**config.mk**
```make
export PLATFORM = sky130hd
export DESIGN_NAME = scc_4lc_corrector
export DESIGN_NICKNAME = d
export VERILOG_FILES = /design/src/rtl/scc_4lc_pkg.sv /design/src/rtl/scc_4lc_err_locate.sv /design/src/rtl/scc_4lc_corrector.sv
export SDC_FILE = /design/constraint.sdc
export NUM_CORES = 1
export LEC_CHECK = 0
export ABC_AREA = 1
export BUFFER_PORTS_ARGS = -buffer_cell sky130_fd_sc_hd__buf_2
export CORE_MARGIN = 8
export CORE_UTILIZATION = 53
export DETAILED_ROUTE_END_ITERATION = 8
export PLACE_DENSITY = 0.77
export SKIP_LAST_GASP = 1
export SYNTH_ARGS = -nofsm -noshare
export SYNTH_HDL_FRONTEND = slang
export SYNTH_SLANG_ARGS = --single-unit
```
**constraint.sdc**
```tcl
create_clock -name clk -period 2.65 [get_ports clk]
set_input_delay 0.6625 -clock clk [delete_from_list [all_inputs] [get_ports clk]]
set_output_delay 0.6625 -clock clk [all_outputs]
set_load 0.01 [all_outputs]
```
**src/rtl/scc_4lc_pkg.sv**
```systemverilog
// Shared constants for the SCC 4LC code: geometry, result status encoding and
// the H-matrix columns used by the encoder, syndrome generator and corrector.
package scc_4lc_pkg;

  localparam int SCC_N = 71;  // codeword bits
  localparam int SCC_K = 64;  // data bits, codeword[70:7]
  localparam int SCC_R = 7;   // check bits, codeword[6:0]

  typedef enum logic [1:0] {
    NE  = 2'b00,  // no error
    CE  = 2'b01,  // corrected error
    DUE = 2'b10   // detected, uncorrectable error
  } scc_status_t;

  // Check columns 0..6 are unit vectors. Data columns 7..69 take the
  // non-unit values 3..71 in ascending order with 12 held back, and 12 is
  // placed on column 70. Every column is distinct and nonzero; 7'h7F is
  // deliberately not a column.
  localparam logic [SCC_R-1:0] SCC_H_COL [0:SCC_N-1] = '{
    7'd1,  7'd2,  7'd4,  7'd8,  7'd16, 7'd32, 7'd64,
    7'd3,  7'd5,  7'd6,  7'd7,  7'd9,  7'd10, 7'd11, 7'd13,
    7'd14, 7'd15, 7'd17, 7'd18, 7'd19, 7'd20, 7'd21, 7'd22,
    7'd23, 7'd24, 7'd25, 7'd26, 7'd27, 7'd28, 7'd29, 7'd30,
    7'd31, 7'd33, 7'd34, 7'd35, 7'd36, 7'd37, 7'd38, 7'd39,
    7'd40, 7'd41, 7'd42, 7'd43, 7'd44, 7'd45, 7'd46, 7'd47,
    7'd48, 7'd49, 7'd50, 7'd51, 7'd52, 7'd53, 7'd54, 7'd55,
    7'd56, 7'd57, 7'd58, 7'd59, 7'd60, 7'd61, 7'd62, 7'd63,
    7'd65, 7'd66, 7'd67, 7'd68, 7'd69, 7'd70, 7'd71, 7'd12
  };

endpackage

```
**src/rtl/scc_4lc_err_locate.sv**
```systemverilog
// Combinational error locator: maps a syndrome to the matching H columns,
// the single erroneous bit position and the result status.
module scc_4lc_err_locate
  import scc_4lc_pkg::*;
(
  input  logic [SCC_R-1:0] syndrome,
  output logic [SCC_N-1:0] match,
  output logic [6:0]       err_pos,
  output scc_status_t      status
);

  logic [6:0] pos_any;
  logic       one_hot;

  // Compare the syndrome against every H column; a zero syndrome matches none.
  always_comb begin
    // NOTE: every combinational output gets a default first so no path
    // through the block leaves it unassigned and infers a latch.
    match = '0;
    for (int i = 0; i < SCC_N; i++) begin
      match[i] = (syndrome == SCC_H_COL[i]) && (syndrome != '0);
    end
  end

  // Classify: NE on zero syndrome, CE on exactly one match, DUE otherwise.
  always_comb begin
    pos_any = '0;
    for (int i = 0; i < SCC_N; i++) begin
      if (match[i]) pos_any = 7'(i);
    end
    one_hot = (match != '0) && ((match & (match - SCC_N'(1))) == '0);
    if (syndrome == '0)  status = NE;
    else if (one_hot)    status = CE;
    else                 status = DUE;
    err_pos = (status == CE) ? pos_any : '0;
  end

endmodule

```
**src/rtl/scc_4lc_corrector.sv**
```systemverilog
// SCC 4LC corrector: two-stage valid/ready pipeline that flips a single
// erroneous codeword bit, reports NE/CE/DUE status and keeps saturating
// CE/DUE event counters for the RAS logic.
module scc_4lc_corrector
  import scc_4lc_pkg::*;
#(
  parameter int CNT_W   = 16,
  parameter bit PIPE_S2 = 1'b1
) (
  input  logic             clk,
  input  logic             rst_n,
  input  logic             in_valid,
  output logic             in_ready,
  input  logic [SCC_N-1:0] in_codeword,
  input  logic [SCC_R-1:0] in_syndrome,
  output logic             out_valid,
  input  logic             out_ready,
  output logic [SCC_K-1:0] out_data,
  output logic [1:0]       out_status,
  output logic [6:0]       out_err_pos,
  output logic [CNT_W-1:0] ce_cnt,
  output logic [CNT_W-1:0] due_cnt,
  input  logic             cnt_clr
);

  logic             en;
  logic             s1_valid;
  logic [SCC_N-1:0] s1_cw;
  logic [SCC_R-1:0] s1_syn;
  logic [SCC_N-1:0] match;
  logic [6:0]       loc_pos;
  scc_status_t      loc_status;
  logic [SCC_N-1:0] corr_cw;
  logic             xfer_out;

  // The whole pipeline advances as one; a stalled output freezes every stage.
  assign en       = !out_valid || out_ready;
  assign in_ready = en;
  assign xfer_out = out_valid && out_ready;

  // Stage 1: capture codeword, syndrome and valid when the pipeline moves.
  always_ff @(posedge clk or negedge rst_n) begin
    // NOTE: the datapath registers are reset too, not just the valid, because
    // the combinational stage-2 build drives out_data straight from them and
    // the outputs must read zero while reset is held.
    if (!rst_n) begin
      s1_valid <= 1'b0;
      s1_cw    <= '0;
      s1_syn   <= '0;
    end else if (en) begin
      // NOTE: sequential state uses non-blocking assignments so every flop
      // samples pre-edge values regardless of statement order.
      s1_valid <= in_valid;
      s1_cw    <= in_codeword;
      s1_syn   <= in_syndrome;
    end
  end

  scc_4lc_err_locate u_locate (
    .syndrome (s1_syn),
    .match    (match),
    .err_pos  (loc_pos),
    .status   (loc_status)
  );

  // Flip the located bit; a check-column hit only touches bits [6:0].
  always_comb begin
    corr_cw = s1_cw;
    if (loc_status == CE) corr_cw = s1_cw ^ match;
  end

  if (PIPE_S2) begin : g_s2_reg
    // Stage 2 registered: results advance with the rest of the pipeline.
    always_ff @(posedge clk or negedge rst_n) begin
      if (!rst_n) begin
        out_valid   <= 1'b0;
        out_data    <= '0;
        out_status  <= NE;
        out_err_pos <= '0;
      end else if (en) begin
        out_valid   <= s1_valid;
        out_data    <= corr_cw[SCC_N-1:SCC_R];
        out_status  <= loc_status;
        out_err_pos <= loc_pos;
      end
    end
  end else begin : g_s2_comb
    // Stage 2 combinational: results presented directly from stage 1.
    always_comb begin
      out_valid   = s1_valid;
      out_data    = corr_cw[SCC_N-1:SCC_R];
      out_status  = loc_status;
      out_err_pos = loc_pos;
    end
  end

  // Event counters: count delivered CE/DUE results, saturate, clear wins.
  always_ff @(posedge clk or negedge rst_n) begin
    if (!rst_n) begin
      ce_cnt  <= '0;
      due_cnt <= '0;
    end else if (cnt_clr) begin
      ce_cnt  <= '0;
      due_cnt <= '0;
    end else if (xfer_out) begin
      if (out_status == CE && ce_cnt != '1)   ce_cnt  <= ce_cnt + CNT_W'(1);
      if (out_status == DUE && due_cnt != '1) due_cnt <= due_cnt + CNT_W'(1);
    end
  end

endmodule

```
Yosys cells after proc, flatten, opt, wreduce, memory -nomap -nowiden
Cells that the tools add are included.

Add/sub/neg operators: 3. Equal/unequal tests: 76. Muxes and demuxes: 80. Bitwise logic cells: 2. Reductions and logical operators: 86.

Operators by type and width (number): == test 7 x 6 -> 1 bit, second input constant (32); two-way mux 6 bit (32); == test 7 x 5 -> 1 bit, second input constant (16); two-way mux 16 bit (6); two-way mux 5 bit (16); logical AND 1 bit (75); AND 71 bit (1); zero test 71 bit (1); two-way mux 71 bit (1); nonzero test 71 bit (1); subtractor 71 x 1 -> 71 bit, second input constant (1); bitwise XOR 71 bit (1); == test 7 x 4 -> 1 bit, second input constant (8); == test 7 bit, second input constant (8); two-way mux 7 bit (8); adder 16 x 1 -> 16 bit, second input constant (2); two-way mux 4 bit (8); != test 16 bit, second input constant (2); == test 7 x 3 -> 1 bit, second input constant (4); == test 7 x 2 -> 1 bit, second input constant (2); two-way mux 3 bit (4); two-way mux 2 bit (4); == test 7 x 1 -> 1 bit, second input constant (1); zero test 7 bit (1); 8 further kinds (12).

Bits in registers: 185. Input bits: 83. Output and inout bits: 107.

Longest topological paths before layout
Gate-level depths: netlist of run 1.

Word-level depth: 73. Depth in mapped cells: 23. Mapped depth without buffers: 23.

Hierarchy
A second synthesis of run 1 with hierarchy kept.

Cells, all modules: 1062. Area total of the unflattened synthesis: 9261.4 um^2.

Modules (own cells, without submodules): scc_4lc_corrector (instances 1, cells each 815, area each 8164.1 um^2, seq. area each 4454.3 um^2); scc_4lc_err_locate (instances 1, cells each 247, area each 1097.3 um^2, seq. area each 0.0 um^2).

Worst setup path before layout of run 1
No wires, ideal clock.

Kind: input-to-reg. Start: in out_ready. End: reg due_cnt[15]. Setup time: 123 ps. Data arrival time: 2112 ps. Path slack: 414 ps. Stages on the path: 13. Buffers on the path: 0. Cell sequence: nand2_1 > nor3_1 > o31ai_2 > nand2_1 > nand3_1 > nor2_1 > inv_1 > nor2_1 > nand2_1 > nor3_1 > nand4_1 > o21ai_0 > a21oi_1.

Longest elaborated chain between the ends: 3.

RTL lines: start, declared (RTL line scc_4lc_corrector.sv:17) `input logic out_ready,`; logical AND 1 bit (RTL line scc_4lc_corrector.sv:39) `assign xfer_out = out_valid && out_ready;`; nonzero test 2 bit (no line); AND reduction 2 bit (no line); end signal, assigned (RTL line scc_4lc_corrector.sv:107) `if (out_status == DUE && due_cnt != '1) due_cnt <= due_cnt + CNT_W'(1);`; end, declared (RTL line scc_4lc_corrector.sv:22) `output logic [CNT_W-1:0] due_cnt,`.

Every way passes these cells. A chain may end at the register's enable or synchronous reset.

Final worst setup path of run 1
Start: reg s1_syn[1]. End: reg out_err_pos[0].

Longest elaborated chain between the ends: 73.

RTL lines: start, declared (RTL line scc_4lc_corrector.sv:29) `logic [SCC_R-1:0] s1_syn;`; start signal, assigned (RTL line scc_4lc_corrector.sv:55) `s1_syn <= in_syndrome;`; == test 7 x 2 -> 1 bit or nonzero test 7 bit (tied branches) (RTL line scc_4lc_err_locate.sv:21) `match[i] = (syndrome == SCC_H_COL[i]) && (syndrome != '0);`; logical AND 1 bit (RTL line scc_4lc_err_locate.sv:21); two-way mux 1 bit (RTL line scc_4lc_err_locate.sv:29) `if (match[i]) pos_any = 7'(i);`; two-way mux 2 bit (2 in series) (RTL line scc_4lc_err_locate.sv:29); two-way mux 3 bit (4 in series) (RTL line scc_4lc_err_locate.sv:29); two-way mux 4 bit (8 in series) (RTL line scc_4lc_err_locate.sv:29); two-way mux 5 bit (16 in series) (RTL line scc_4lc_err_locate.sv:29); two-way mux 6 bit (32 in series) (RTL line scc_4lc_err_locate.sv:29); two-way mux 7 bit (7 in series) (RTL line scc_4lc_err_locate.sv:29); two-way mux 7 bit * (RTL line scc_4lc_err_locate.sv:35) `err_pos = (status == CE) ? pos_any : '0;`; end signal, assigned (RTL line scc_4lc_corrector.sv:84) `out_err_pos <= loc_pos;`; end, declared (RTL line scc_4lc_corrector.sv:20) `output logic [6:0] out_err_pos,`.

Mark *: on every way between the ends. The rest lies on a longest branch, timed or not.

==> summary.md, run 1 <==
| Metric | Value |
|---|---|
| Setup Skew | `0.00874 ns` |
| Worst Max-Slew Pin Slew | `0.569 ns` |
| Routed WL per cell | `15.8 um` |
| Post-route cell area | `11000 um2` |
| CP Launch Type | `flop` |
| Cell mode on critical path | `nor2_1` |
| Max_cap viols | `0` |
| Register area share after synthesis | `0.522` |
| Total grt overflow | `0` |
| CTS Buffer Depth | `2` |
| Fin crit period | `2.81 ns` |
| Asr flop ratio synth | `1.00` |
| Worst vdd ir | `0.491 mV` |
| Tcrit/Tclk final | `1.06` |
| Total power | `7.86 mW` |
| First-pass detailed-route iteration total | `8` |
| Routed WL | `24800 um` |
| Fin nets | `1424` |
| Critical path type | `flop to flop` |
| HP Class | `primary input to asynchronous set/reset pin` |
| Violated checks | `setup timing` |
| Global-route wire length before repair | `39100 um` |
| Top-count cell post-synth | `nand2_1` |
| DRT iter0 DRCs | `639` |
| Area added between synthesis and finish | `28.8%` |
| Setup TNS | `-0.171 ns` |
| Synth warn | `0` |
| Leak | `5.48 nW` |
| Top cells by count, synth | `nand2_1, nor2_1, dfrtp_1` |
| Fmax | `356 MHz` |
| Crit Path Max Fanout | `5` |
| H-tree levels | `4` |
| Post-synth EDFFs | `0` |
| Final setup margin | `-0.159 ns` |
| Crit-path slowest cell | `dfrtp_1` |
| Final hold vios | `0` |
| Antenna Violating Nets Remaining | `0` |
| Core area | `15800 um2` |
| Final core utilization | `0.694` |
| Clk slew on worst S/H paths | `0.07 ns` |
| Layout cells sized above 1 | `0.254` |
| Syn_nets | `1174` |
| Top cell type by total area after synthesis | `dfrtp_1` |
| Die area | `20400 um2` |
| Slew Limit Fails | `0` |
| Worst-skew pair later-pin latency | `0.44 ns` |
| Critical Path, Cell by Cell | `inv_1 -> nand2_2 -> nor2_1 -> nand2_1 -> nand3_1 -> nor2_1 -> nand4_1 -> nor2_1 -> nand4_1 -> nor2_1 -> nand4_1 -> nor2_1 -> nand4_1 -> nor2_1 -> nand4_1 -> nor2_1 -> nand4_1 -> nor2_1 -> nand4_1 -> nor2_1 -> nand4_1 -> nand2_1 -> nand2_1` |
| Clock sink total | `178` |
| GP Congestion | `0.930` |
| Number of vias per cell | `5.21` |
| Slew HR | `0.617` |
| Outcome | `finished, violations left` |
| CTS tree | `yes` |
| Top cell type's share of synthesized area | `0.522` |
| Vias in the first global route | `7839` |
| Root Driver | `clkbuf_16` |
| Cell Pwr Density | `716 nW/um2` |
| Placed inst area | `10200 um2` |
| RSZ-0062 raised after global routing | `yes` |
| Count of cell types in the netlist | `36` |
| # hold bufs at CTS | `0` |
| Syn_area_per_cell | `7.83 um2` |
| Drt drc | `0` |
| Initial antenna violation count | `0` |
| Final setup fails | `2` |
| Row cnt | `46` |
| Count of state elements after synthesis | `178` |
| Top FF cell, synth | `dfrtp_1` |
| Top cells by area, synth | `dfrtp_1, nand2_1, nor2_1, o21ai_0, inv_1` |
| Vias | `8176` |
| GRT Util Overall | `0.246` |
| Die width | `143 um` |
| Post-Syn Area | `8530 um2` |
| Cells after synthesis | `1089` |
| Setup Slack @ Placement | `-0.0223 ns` |
| Req. time, crit path | `2.97 ns` |
| IO Pins | `190` |
| Clock buffer count from CTS | `17` |
| PortBufs | `182` |
| Antenna fix cells | `0` |
| DP HPWL | `18500 um` |
| Critical Path AT | `3.13 ns` |
| Nature of the critical path endpoint | `flop` |
| Largest net degree at the start of global routing | `68` |
| Initial core utilization | `0.539` |
| Die Height | `143 um` |
| Crit-path max cell delay | `0.43 ns` |
-- registers in the layout, indices dropped and copies added (netlist names) --
| register | count |
|---|---|
| s1_valid | 1 |
| s1_cw | 64 |
| ce_cnt | 16 |
| out_err_pos | 7 |
| out_status | 2 |
| s1_syn | 7 |
| due_cnt | 16 |
| out_valid | 1 |
| out_data | 64 |
-- metrics by stage --
step | hold WS [ns] | cells
2_1_floorplan | 0.367 | 1089
3_3_place_gp | 0.434 | 1528
3_5_place_dp | 0.434 | 1528
4_1_cts | 0.204 | 1560
5_1_grt | 0.225 | 1568
6_report | 0.184 | 1568
-- per-layer routing --
| layer | GRT usage | part of all wire |
|---|---|---|
| met1 | 0.326 | 0.42 |
| met2 | 0.383 | 0.46 |
| met3 | 0.0528 | 0.082 |
| met4 | 0.106 | 0.030 |
| met5 | 0 | 0 |
-- power by group --
| group | internal (mW) | switching (mW) |
|---|---|---|
| Combinational | 0.672 | 1.07 |
| Sequential | 3.13 | 0.243 |
| Clock | 1.62 | 1.13 |
| Total | 5.42 | 2.43 |
-- critical path, delay by kind of cell, from the launching register on --
kind | cells | cell delay, ns
buffers and inverters | 1 | 0.10
and+or+nand+nor | 22 | 2.17
DFF | 1 | 0.43
-- final timing paths --
kind,cells past startpoint,slack [ns],start,to
setup reg to reg,23,-0.16,s1_syn[1],out_err_pos[0]
max in group asynchronous,2,1.77,rst_n,out_data[8]
setup / recovery,23,-0.16,s1_syn[1],out_err_pos[0]
min in group clk,3,0.41,in_codeword[53],s1_cw[53]
hold reg to reg,2,0.45,s1_valid,out_valid
hold / removal,1,0.18,rst_n,s1_cw[63]
-- cell type report --
cell class              instances  area [um2]
multi-input cells             733        3470
fillers                      1291        4840
clock inverters                13         194
inverters                     139         527
well taps                     216         270
repair buffers                270        1630
clock buffers                  19         443
flip-flops and latches        178        4460
-- cell families after synthesis --
family / share of synthesized area
DFF: 0.522
xor gates and xnor gates: 0.0216
adders and majority gates: 0.00293
AOI/OAI and AO/OA: 0.132
and+or+nand+nor: 0.241
buffers and inverters: 0.0797
-- cells in the final DEF, fill, tap and decap left out, drive strengths merged, types with 18 or more instances in the layout --
master,synthesis,final
buf,4,270
clkbuf,35,19
nor3,20,20
nand2,257,257
xor2,18,18
inv,138,144
a31oi,47,47
dfrtp,178,178
nor2,185,185
o21ai,124,124
nand4,19,19
nand3,19,19
-- repair_timing --
item | CTS | global route
resized for setup | 2 | 24
pin swaps | 0 | 10
endpoints found under the setup margin | 2 | 10
setup buffers | 0 | 8
Note: power is estimated with default switching activity, not from simulation.
==> run 2, diff against run 1 <==
--- a/config.mk
+++ b/config.mk
@@ -5,12 +5,13 @@
 export SDC_FILE = /design/constraint.sdc
 export NUM_CORES = 1
 export LEC_CHECK = 0
-export ABC_AREA = 1
 export BUFFER_PORTS_ARGS = -buffer_cell sky130_fd_sc_hd__buf_2
+export CORE_ASPECT_RATIO = 1.75
 export CORE_MARGIN = 8
 export CORE_UTILIZATION = 53
 export DETAILED_ROUTE_END_ITERATION = 8
 export PLACE_DENSITY = 0.77
+export RECOVER_POWER = 25
 export SKIP_LAST_GASP = 1
 export SYNTH_ARGS = -nofsm -noshare
 export SYNTH_HDL_FRONTEND = slang
==> run 2 against run 1 <==
Compared with the run above: the run ends with capacitance limit, slew limit left; wire length grew 1.9%; non-clock buffer count shrank 41; maximum frequency grew 27%; critical path depth shrank 18; critical path type unchanged.
==> summary.md, run 2 <==
| Metric | Value |
|---|---|
| Outcome | `finished, violations left` |
| Violated checks | `capacitance limit, slew limit` |
| Drt drc | `0` |
| Postcts setup bufs | `0` |
| Syn_area_per_cell | `8.80 um2` |
| GP Congestion | `1.00` |
| Hold Startpoint | `in_codeword[29]` |
| Nature of the critical path endpoint | `flop` |
| Setup TNS | `0 ns` |
| Cell Pwr Density | `700 nW/um2` |
| Reg-to-Reg End | `out_status[1]` |
| Fmax | `451 MHz` |
| Critical path type | `flop to flop` |
| Fillers | `1440` |
| CP Launch Type | `flop` |
| # hold bufs at CTS | `0` |
| Top cell type by total area after synthesis | `dfrtp_1` |
| Fin nets | `1281` |
| Post-Syn Area | `8950 um2` |
| Leak | `5.14 nW` |
| Req. time, crit path | `2.98 ns` |
| Row cnt | `63` |
| Register area share after synthesis | `0.497` |
| Vias in the first global route | `7723` |
| H-tree levels | `4` |
| Antenna fix cells | `0` |
| Most common cell after layout, fill and taps aside | `nand2_1` |
| Post-cts sizing count | `0` |
| Dpl cells | `1404` |
| Largest regs | `out_data x64, s1_cw x64` |
| Die area | `21500 um2` |
| HP Class | `primary input to flop` |
| Die Height | `188 um` |
| Top cells by area, synth | `dfrtp_1, nand2_1, xor2_1, o21ai_0, xnor2_1` |
| Syn_nets | `1103` |
| DP HPWL | `18500 um` |
| Slew Limit Fails | `64` |
| Top cell type's share of synthesized area | `0.497` |
| R2r startpoint | `s1_syn[4]` |
| Final setup fails | `0` |
| Initial core utilization | `0.536` |
| Clock buffer count from CTS | `17` |
| Clk slew on worst S/H paths | `0.07 ns` |
| Count of state elements after synthesis | `178` |
| GRT Util Overall | `0.240` |
| Non-Filler Instances | `1436` |
| CTS tree | `yes` |
| Layout cells sized above 1 | `0.235` |
| Min-Delay Endpoint | `s1_cw[29]` |
| Post-synth EDFFs | `0` |
| Cells after synthesis | `1018` |
| Final core utilization | `0.647` |
| Routed WL per cell | `17.6 um` |
| Number of vias per cell | `5.44` |
| Fin crit period | `2.22 ns` |
| RSZ-0062 raised after global routing | `no` |
| DRT iter0 DRCs | `522` |
| Largest net degree at the start of global routing | `138` |
| Final setup margin | `0.430 ns` |
| PortBufs | `182` |
| WHS | `0.412 ns` |
| Core area | `16700 um2` |
| Worst Max-Slew Pin Slew | `1.75 ns` |
| Critical Path AT | `2.55 ns` |
| Area added between synthesis and finish | `20.8%` |
| Crit Path Max Fanout | `15` |
| Setup Skew | `0.0133 ns` |
| Top-count cell post-synth | `nand2_1` |
| Setup Slack @ Placement | `0.485 ns` |
| Worst vdd ir | `0.514 mV` |
| Slew HR | `-0.170` |
| Final hold vios | `0` |
| Routed WL | `25300 um` |
| Die width | `114 um` |
| Tcrit/Tclk final | `0.838` |
| Asr flop ratio synth | `1.00` |
| Top cells by count, synth | `nand2_1, dfrtp_1, o21ai_0` |
| Antenna Violating Nets Remaining | `0` |
| Global-route wire length before repair | `40200 um` |
| Path depth of the worst reg2reg path | `5` |
| Clock sink total | `178` |
| First-pass detailed-route iteration total | `8` |
| Max_cap viols | `1` |
| Count of cell types in the netlist | `72` |
| CTS Buffer Depth | `2` |
| Root Driver | `clkbuf_16` |
| R2r setup slk | `0.43 ns` |
| Most frequent cells in the layout | `nand2_1, buf_2, dfrtp_1` |
| Hold path depth | `3` |
| Top FF cell, synth | `dfrtp_1` |
| Synth warn | `0` |
| Worst-skew pair later-pin latency | `0.44 ns` |
| IO Pins | `190` |
| Vias | `7808` |
| Initial antenna violation count | `0` |
| Total grt overflow | `0` |
[run 2: worst max path at each step]
stage	to	depth (start not counted)	slack (ns)	from
2_1_floorplan	in_ready	4	0.60	out_ready
3_3_place_gp	out_status[1]	5	0.49	s1_syn[4]
3_5_place_dp	due_cnt[13]	6	0.48	out_ready
4_1_cts	out_status[1]	5	0.48	s1_syn[4]
5_1_grt	due_cnt[13]	2	0.33	rst_n
6_report	out_status[1]	5	0.43	s1_syn[4]
[run 2: metrics by stage]
stage / cell area [um2] / total power, mW
finish: 10800 / 7.57
global route: 10800 / 7.94
CTS: 10800 / 7.63
detailed placement: 10200 / 5.10
global placement: 10200 / 5.05
floorplan: 8950 / 4.35
[run 2: where the power goes]
group,total [mW],switching [mW],internal (mW)
Sequential,3.41,0.308,3.10
Clock,2.52,1.18,1.34
Combinational,1.63,0.980,0.655
[run 2: cell families (layout without fill, tap and decap cells)]
kind of cell / after synthesis / after routing / share of synthesized area
and+or+nand+nor: 516 / 516 / 0.257
DFF: 178 / 178 / 0.497
AOI/OAI and AO/OA: 148 / 148 / 0.106
xor gates and xnor gates: 91 / 91 / 0.0890
buffers and inverters: 77 / 268 / 0.0407
muxes: 6 / 6 / 0.00685
adders and majority gates: 2 / 2 / 0.00279
[run 2: final cells by class]
type / count / area [um2] / area share
Sequential cell: 178 / 4450 / 0.412
Clock inverter: 15 / 164 / 0.0151
Tap cell: 227 / 284 / 0.0263
Clock buffer: 17 / 425 / 0.0393
Multi-Input combinational cell: 763 / 4140 / 0.383
Inverter: 7 / 26.3 / 0.00243
Timing Repair Buffer: 229 / 1320 / 0.122
[run 2: worst max-delay path, cell delays in order, from the launching register on]
cell     delay [ns]
dfrtp_1        0.58
nor3_1         0.79
nand2_1        0.11
and3_1         0.25
nor4b_2        0.17
a22o_1         0.21
[run 2: metal layers]
layer | routed length (um) | up-vias | GRT usage | share of wire
li1 | - | 3709 | - | -
met4 | 1130 | 0 | 0.135 | 0.045
met2 | 12900 | 289 | 0.408 | 0.51
met1 | 9920 | 3745 | 0.278 | 0.39
met5 | 0 | - | 0 | 0
met3 | 1290 | 65 | 0.0422 | 0.051
==> run 3, diff against run 2 <==
--- a/config.mk
+++ b/config.mk
@@ -5,12 +5,13 @@
 export SDC_FILE = /design/constraint.sdc
 export NUM_CORES = 1
 export LEC_CHECK = 0
+export ABC_AREA = 1
 export BUFFER_PORTS_ARGS = -buffer_cell sky130_fd_sc_hd__buf_2
 export CORE_ASPECT_RATIO = 1.75
 export CORE_MARGIN = 8
-export CORE_UTILIZATION = 53
+export CORE_UTILIZATION = 49
 export DETAILED_ROUTE_END_ITERATION = 8
-export PLACE_DENSITY = 0.77
+export PLACE_DENSITY = 0.75
 export RECOVER_POWER = 25
 export SKIP_LAST_GASP = 1
 export SYNTH_ARGS = -nofsm -noshare
==> constraint.sdc (replaced) <==
create_clock -name clk -period 1.85 [get_ports clk]
set_input_delay 0.4625 -clock clk [delete_from_list [all_inputs] [get_ports clk]]
set_output_delay 0.4625 -clock clk [all_outputs]
set_load 0.01 [all_outputs]
==> run 3 against run 2 <==
Compared with the run above: clock power increased by 39%; via count increased by 22%; first-iteration DRC count increased by 47%; wire length increased by 24%; register-to-register slack got worse by 1.3 ns; the flow finishes with violations (setup timing); cell area increased by 22%; power increased by 52%; die area increased by 2.7%; maximum frequency decreased by 18%; hold slack got worse by 0.19 ns; cell count increased by 25%.
==> summary.md, run 3 (synthesis results as in run 1) <==
| Metric | Value |
|---|---|
| Reg area | `4460 um2` |
| RSZ-0062 raised after global routing | `yes` |
| CTS tree | `yes` |
| Die Height | `191 um` |
| Area added between synthesis and finish | `55.0%` |
| Outcome | `finished, violations left` |
| Fin crit period | `2.72 ns` |
| Max_cap viols | `0` |
| Die width | `116 um` |
| Cell Pwr Density | `871 nW/um2` |
| Setup Slack @ Placement | `-0.850 ns` |
| GRT Util Overall | `0.272` |
| Most common cell after layout, fill and taps aside | `buf_4` |
| Req. time, crit path | `2.18 ns` |
| Layout cells sized above 1 | `0.429` |
| Worst vdd ir | `0.689 mV` |
| Post-route cell area | `13200 um2` |
| Final setup fails | `40` |
| Clock sink total | `178` |
| Tcrit/Tclk final | `1.47` |
| Slew Limit Fails | `0` |
| Initial core utilization | `0.493` |
| Clock buffer count from CTS | `17` |
| Area of the multi-input gates | `4060 um2` |
| Nature of the critical path endpoint | `flop` |
| Routed WL | `31400 um` |
| Violated checks | `setup timing` |
| Critical Path AT | `3.05 ns` |
| Fmax | `367 MHz` |
| First-pass detailed-route iteration total | `6` |
| Slew HR | `0.226` |
| Largest net degree at the start of global routing | `84` |
| Global-route wire length before repair | `46400 um` |
| Number of vias per cell | `5.33` |
| PortBufs | `182` |
| Antenna fix cells | `0` |
| Crit Path Max Fanout | `5` |
| CP Launch Type | `flop` |
| Routed WL per cell | `17.5 um` |
| H-tree levels | `4` |
| Row cnt | `64` |
| Vias in the first global route | `9390` |
| Most frequent cells in the layout | `buf_4, nand2_1, buf_2` |
| CTS Buffer Depth | `2` |
| Final hold vios | `0` |
| Critical path type | `flop to flop` |
| Setup Skew | `0.0153 ns` |
| DP HPWL | `22100 um` |
| Worst Max-Slew Pin Slew | `1.16 ns` |
| IO Pins | `190` |
| Vias | `9537` |
| Largest regs | `out_data x64, s1_cw x64` |
| Die area | `22000 um2` |
| Core area | `17300 um2` |
| Placed inst area | `11600 um2` |
| Final setup margin | `-0.872 ns` |
| Antenna Violating Nets Remaining | `0` |
| Fillers | `1224` |
| Leak | `6.62 nW` |
| Drt drc | `0` |
| Worst-skew pair later-pin latency | `0.44 ns` |
| HP Class | `primary input to flop` |
| DRT iter0 DRCs | `769` |
| Total grt overflow | `0` |
| Initial antenna violation count | `0` |
| Clk slew on worst S/H paths | `0.07 ns` |
| GP Congestion | `0.990` |
| Root Driver | `clkbuf_16` |
| Fin nets | `1630` |
[run 3: final timing paths]
check / startpoint / to / slack, ns / depth (start not counted)
max in group asynchronous: rst_n / s1_cw[63] / 0.07 / 3
setup / recovery: s1_syn[1] / out_err_pos[0] / -0.87 / 23
setup reg to reg: s1_syn[1] / out_err_pos[0] / -0.87 / 23
min in group asynchronous: rst_n / due_cnt[5] / 0.80 / 2
hold / removal: in_codeword[13] / s1_cw[13] / 0.22 / 3
hold reg to reg: out_err_pos[6] / out_err_pos[6] / 0.48 / 2
[run 3: report_power, final]
group	internal (mW)	total [mW]	switching, mW
Clock	1.78	3.50	1.72
Sequential	4.48	4.85	0.374
Combinational	1.37	3.16	1.78
[run 3: stage by stage]
stage / power (mW) / setup TNS [ns] / hold slack (ns) / cells / util
6_report: 11.5 / -15.58 / 0.222 / 1789 / 0.764
5_1_grt: 12.0 / -23.75 / 0.226 / 1789 / 0.764
3_3_place_gp: 7.57 / -12.43 / 0.411 / 1710 / 0.671
4_1_cts: 11.3 / -8.85 / 0.208 / 1756 / 0.727
2_1_floorplan: 6.15 / -2.88 / 0.167 / 1089 / -
3_5_place_dp: 7.65 / -14.12 / 0.416 / 1710 / 0.671
[run 3: area by class of cell]
type                    count  area share
flip-flops and latches    178       0.337
multi-input cells         733       0.307
repair buffers            476       0.250
inverters                 139      0.0407
clock buffers              17      0.0322
well taps                 231      0.0219
clock inverters            15      0.0106
[run 3: what timing repair did]
action	in CTS	in global routing
hold buffers	1	0
setup buffers	17	41
pin swaps	35	57
endpoints found under the hold margin	36	0
gates resized for setup	76	123
gates cloned	0	0
endpoints found under the setup margin	43	79
[run 3: worst max-delay path, cell delays in order, from the launching register on]
cell and delay, ns:
dfrtp_1 0.43, inv_2 0.07, nand2_2 0.09, nor2_1 0.06, nand2_1 0.09, nand3_1 0.09
nor2_1 0.12, nand4_1 0.08, nor2_1 0.09, nand4_1 0.08, nor2_1 0.11, nand4_1 0.10
nor2_2 0.15, nand4_1 0.12, nor2_1 0.12, nand4_1 0.10, nor2_2 0.11, nand4_1 0.11
nor2_2 0.10, nand4_1 0.07, nor2_1 0.10, nand4_1 0.10, nand2_1 0.07, nand2_1 0.04
[run 3: per-layer routing]
layer  part of all wire  global-route usage  vias to the layer above
met1               0.34               0.283                     4527
met3              0.061              0.0466                      133
met2               0.54               0.496                      446
met4              0.059               0.160                        0
li1                   -                   -                     4431
met5                  0                   0                        -
